$ cat src/rtl/counter_pkg.sv
// Shared types for the parametrised up/down counter.
package counter_pkg;

  // Mode encoding of the two-bit sw input.
  typedef enum logic [1:0] {
    CNT_HOLD = 2'b00,
    CNT_UP   = 2'b01,
    CNT_DOWN = 2'b10,
    CNT_LOAD = 2'b11
  } cnt_mode_e;

endpackage

$ cat src/rtl/counter_step.sv
// Combinational next-count logic: computes the successor of the current count
// for the requested mode, plus boundary and overflow/underflow indications.
module counter_step
  import counter_pkg::*;
#(
  parameter int WIDTH    = 4,
  parameter int MAX_VAL  = 2**WIDTH-1,
  parameter int STEP     = 1,
  parameter int SATURATE = 0
) (
  input  logic [WIDTH-1:0] count,
  input  cnt_mode_e        mode,
  input  logic [WIDTH-1:0] load_val,
  output logic [WIDTH-1:0] next_count,
  output logic             bnd_flag,
  output logic             ovf_set,
  output logic             unf_set
);

  // One extra bit keeps sums and the modulus free of truncation.
  localparam logic [WIDTH:0] MAX_EXT  = (WIDTH+1)'(MAX_VAL);
  localparam logic [WIDTH:0] MOD_EXT  = (WIDTH+1)'(MAX_VAL + 1);
  localparam logic [WIDTH:0] STEP_EXT = (WIDTH+1)'(STEP);

  logic [WIDTH:0] cnt_ext;
  logic [WIDTH:0] load_ext;
  logic [WIDTH:0] sum_up;
  logic [WIDTH:0] up_wrap;
  logic [WIDTH:0] diff_dn;
  logic [WIDTH:0] dn_wrap;

  assign cnt_ext  = {1'b0, count};
  assign load_ext = {1'b0, load_val};
  assign sum_up   = cnt_ext + STEP_EXT;
  assign up_wrap  = sum_up - MOD_EXT;
  assign diff_dn  = cnt_ext - STEP_EXT;
  assign dn_wrap  = cnt_ext + MOD_EXT - STEP_EXT;

  // Select the successor value and event flags for the current mode.
  always_comb begin
    next_count = count;
    bnd_flag   = 1'b0;
    ovf_set    = 1'b0;
    unf_set    = 1'b0;
    case (mode)
      CNT_UP: begin
        if (sum_up <= MAX_EXT) begin
          next_count = sum_up[WIDTH-1:0];
        end else begin
          next_count = (SATURATE != 0) ? MAX_EXT[WIDTH-1:0] : up_wrap[WIDTH-1:0];
          bnd_flag   = 1'b1;
          ovf_set    = 1'b1;
        end
      end
      CNT_DOWN: begin
        if (cnt_ext >= STEP_EXT) begin
          next_count = diff_dn[WIDTH-1:0];
        end else begin
          next_count = (SATURATE != 0) ? '0 : dn_wrap[WIDTH-1:0];
          bnd_flag   = 1'b1;
          unf_set    = 1'b1;
        end
      end
      CNT_LOAD: begin
        if (load_ext > MAX_EXT) begin
          next_count = MAX_EXT[WIDTH-1:0];
          bnd_flag   = 1'b1;
        end else begin
          next_count = load_val;
        end
      end
      default: begin
        next_count = count;
      end
    endcase
  end

endmodule

$ cat src/rtl/updown_counter_mod.sv
// Parametrised up/down LED counter with hold, load, enable, boundary pulse
// and sticky overflow/underflow flags. All state changes on clkpulse rising edge.
module updown_counter_mod
  import counter_pkg::*;
#(
  parameter int WIDTH    = 4,
  parameter int MAX_VAL  = 2**WIDTH-1,
  parameter int STEP     = 1,
  parameter int SATURATE = 0
) (
  input  logic             clkpulse,
  input  logic             rst,
  input  logic             en,
  input  logic [1:0]       sw,
  input  logic [WIDTH-1:0] load_val,
  output logic [WIDTH-1:0] led,
  output logic             at_max,
  output logic             at_min,
  output logic             bnd,
  output logic             ovf,
  output logic             unf
);

  localparam logic [WIDTH-1:0] MAX_W = WIDTH'(MAX_VAL);

  // Reject parameter sets that would let the count leave its range.
  if (MAX_VAL < 1 || MAX_VAL > 2**WIDTH-1) begin : g_bad_max
    $error("updown_counter_mod: MAX_VAL out of range 1..2**WIDTH-1");
  end
  if (STEP < 1 || STEP > MAX_VAL) begin : g_bad_step
    $error("updown_counter_mod: STEP out of range 1..MAX_VAL");
  end

  cnt_mode_e        mode;
  logic [WIDTH-1:0] next_count;
  logic             bnd_flag;
  logic             ovf_set;
  logic             unf_set;

  assign mode = cnt_mode_e'(sw);

  counter_step #(
    .WIDTH    (WIDTH),
    .MAX_VAL  (MAX_VAL),
    .STEP     (STEP),
    .SATURATE (SATURATE)
  ) u_step (
    .count      (led),
    .mode       (mode),
    .load_val   (load_val),
    .next_count (next_count),
    .bnd_flag   (bnd_flag),
    .ovf_set    (ovf_set),
    .unf_set    (unf_set)
  );

  // Count register and flags: reset wins, then enable/hold, then the step result.
  always_ff @(posedge clkpulse) begin
    if (!rst) begin
      led <= '0;
      bnd <= 1'b0;
      ovf <= 1'b0;
      unf <= 1'b0;
    end else if (!en || mode == CNT_HOLD) begin
      bnd <= 1'b0;
    end else begin
      led <= next_count;
      bnd <= bnd_flag;
      if (mode == CNT_LOAD) begin
        ovf <= 1'b0;
        unf <= 1'b0;
      end else begin
        if (ovf_set) ovf <= 1'b1;
        if (unf_set) unf <= 1'b1;
      end
    end
  end

  assign at_max = (led == MAX_W);
  assign at_min = (led == '0);

endmodule
$ cat config.mk
export PLATFORM = sky130hd
export DESIGN_NAME = updown_counter_mod
export DESIGN_NICKNAME = d
export VERILOG_FILES = /design/src/rtl/counter_pkg.sv /design/src/rtl/counter_step.sv /design/src/rtl/updown_counter_mod.sv
export SDC_FILE = /design/constraint.sdc
export NUM_CORES = 1
export LEC_CHECK = 0
export ABC_AREA = 1
export CAP_MARGIN = 40
export CORE_AREA = 2 2 39 41
export DETAILED_ROUTE_END_ITERATION = 16
export DIE_AREA = 0 0 41 43
export PLACE_DENSITY = 0.71
export SLEW_MARGIN = 20
export SYNTH_ARGS = -nofsm -noshare
export SYNTH_HDL_FRONTEND = slang
export SYNTH_SLANG_ARGS = --single-unit
$ cat constraint.sdc
create_clock -name clkpulse -period 1.6 [get_ports clkpulse]
set_clock_uncertainty 0.05 [all_clocks]
set_input_delay 0.4 -clock clkpulse [delete_from_list [all_inputs] [get_ports clkpulse]]
set_output_delay 0.4 -clock clkpulse [all_outputs]
set_load 0.05 [all_outputs]
==> flow_summary.json <==
{
  "place_congestion": 0.835,
  "power_mw": 0.649,
  "reg2reg_from": "led[0]",
  "post_drt_wl_per_cell_um": 11.6,
  "cts-hold-fix-buffers": 0,
  "initial_core_util": 0.376,
  "worst_setup_path_start_kind": "register",
  "netlist.top_cell.by_area": "dfxtp_1",
  "first_global_vias": 561,
  "htreeDepth": 1,
  "synth_area_sq_um": 520,
  "rsz0062_at_grt": "true",
  "dpl-instance-area_sq_um": 871,
  "path_max_fanout": 6,
  "irDropWorstVdd_mv": 0.527,
  "fin_area_sq_um": 981,
  "die_height_um": 43,
  "nets": 128,
  "drc": 0,
  "crit_start": "led[0]",
  "synth_top_area_share": 0.269,
  "slew_violations": 0,
  "fmax_mhz": 640,
  "outcome": "finished, final reports clean",
  "clk_path_buf_depth": 2,
  "die_area_sq_mm": 0.00176,
  "worstMarginPinSlew_ps": 255,
  "worstPathRequired_ps": 1150,
  "drive_gt1_frac": 0.372,
  "cap_violations": 0,
  "dp_hpwl_um": 1100,
  "p_leak_nw": 0.451,
  "yosysUniqueCellTypes": 16,
  "tns_ps": 0,
  "grt_max_degree": 9,
  "num_rows": 14,
  "min_period_ps": 1560,
  "final_antenna_net_count": 0,
  "synth_nets": 95,
  "synth_cells": 81,
  "routed_via_density": 4.92,
  "num_vias": 635,
  "cts_tree": "built",
  "reg2regPathDepth": 10,
  "cts_root_buf": "clkbuf_4",
  "power.density_mw_per_mm2": 662,
  "postLayoutSetupSlackWorst_ps": 38.4,
  "core_region_area_sq_mm": 0.00138,
  "antenna_found_initial": 0,
  "worst_setup_hold_path_clk_slew_ps": 60,
  "worstSetupPathType": "register to output port",
  "synth.avg_cell_area_sq_um": 6.43,
  "relSlewSlack": 0.829,
  "place_ws_ps": -86.6,
  "clk_latency_ps": 250,
  "synth-seq-area-share": 0.269,
  "endpoint_kind": "output port",
  "synth-seq-cells": 7,
  "portBuffers": 17,
  "setup_viol": 0,
  "io_pins": 18,
  "grt_pass1_wl_um": 2370,
  "synth_area_leaders": "dfxtp_1, nand2_1, inv_1",
  "syn2layout_area_growth_pct": 88.5,
  "cp.arrival_ps": 1110,
  "min_path_cells": 2,
  "drt_iter0_drc": 33,
  "min_from": "ovf",
  "dr.pass1.iters": 4,
  "hp-class": "register to register",
  "gr-total-overflow": 0,
  "cts.sink_count": 7,
  "grt.total_usage": 0.196,
  "timing.final.crit_share": 0.976,
  "die_w_um": 41,
  "antenna_cells": 0,
  "yosysWarnings": 0,
  "hold_viol_final": 0,
  "detail_route.wirelength_um": 1500,
  "cts_buffers": 3
}
## timing repair
item,4_1_cts,5_1_grt
pin swaps,2,1
setup buffers,4,1
setup endpoints to repair,2,4
gates resized for setup,11,4
gates cloned,0,0
## metal layers
| metal | part of all wire | wire, um | vias to the layer above | global-route usage |
|---|---|---|---|---|
| met3 | 0.093 | 140 | 0 | 0.0785 |
| met4 | 0 | 0 | 0 | 0 |
| met2 | 0.51 | 762 | 31 | 0.322 |
| met1 | 0.40 | 598 | 279 | 0.250 |
| met5 | 0 | 0 | - | 0 |
| li1 | - | - | 325 | - |
## area by class of cell
class / count / area [sq um]
Clock buffer: 4 / 26.3
Inverter: 18 / 72.6
Timing Repair Buffer: 28 / 343
Multi-Input combinational cell: 56 / 367
Tap cell: 16 / 20.0
Fill cell: 105 / 403
Sequential cell: 7 / 153
## Yosys cell counts (all sizes together)
library cell and count:
nand2 19, inv 18, a21oi 8, nand3 8, dfxtp 7, nor2 6
ha 5, o21ai 5, nand4 2, a31oi 1, a41oi 1, nor3 1
## where the power goes
group	switching (mW)	internal [mW]	total, mW
clock	0.0630	0.0950	0.158
combinational	0.149	0.135	0.284
sequential	0.0220	0.185	0.207
## logic make-up (layout without fill, tap and decap cells)
family,after synthesis,after routing,synth area share
AND/OR/NAND/NOR,36,36,0.305
buffers and inverters,18,50,0.130
AO/OA/AOI/OAI,15,15,0.175
flip-flops,7,7,0.269
adder cells (fa/ha/maj),5,5,0.120
## critical path: stages (launching register included)
cell     delay (ps)
dfxtp_4         390
ha_4            160
nand2_4          60
nor2_4          110
buf_12          140
## registers in the layout, summed over array words and instances, names as in the netlist
register / cells
bnd: 1
ovf: 1
unf: 1
led: 4
## layout by cell type (no fill, tap or decap)
| master | n |
|---|---|
| nand2_2 | 2 |
| buf_12 | 9 |
| dfxtp_4 | 3 |
| ha_4 | 2 |
| clkdlybuf4s50_1 | 8 |
| inv_4 | 2 |
| a21oi_1 | 6 |
| a21oi_4 | 1 |
| nor3_1 | 1 |
| dfxtp_2 | 1 |
| a31oi_1 | 1 |
| nand3_2 | 1 |
| clkbuf_4 | 3 |
| buf_4 | 11 |
| nand3_1 | 7 |
| inv_1 | 13 |
| nor2_4 | 2 |
| o21ai_0 | 5 |
| a21oi_2 | 1 |
| nor2_1 | 4 |
| ha_1 | 3 |
| clkbuf_1 | 1 |
| inv_2 | 3 |
| dfxtp_1 | 3 |
| a41oi_1 | 1 |
| nand2_4 | 1 |
| nand4_1 | 2 |
| nand2_1 | 16 |
## metrics by stage
stage | util | hold slack (ps) | instances
2_1_floorplan | - | 478 | 81
3_3_place_gp | 0.629 | 429 | 120
3_5_place_dp | 0.629 | 433 | 120
4_1_cts | 0.690 | 441 | 128
5_1_grt | 0.709 | 475 | 129
6_report | 0.709 | 439 | 129
## worst paths after layout
path	to	slack [ps]
min	ovf	440
max	at_max	40
max reg2reg	bnd	100
min reg2reg	ovf	440
Note: power is estimated with default switching activity, not from simulation.
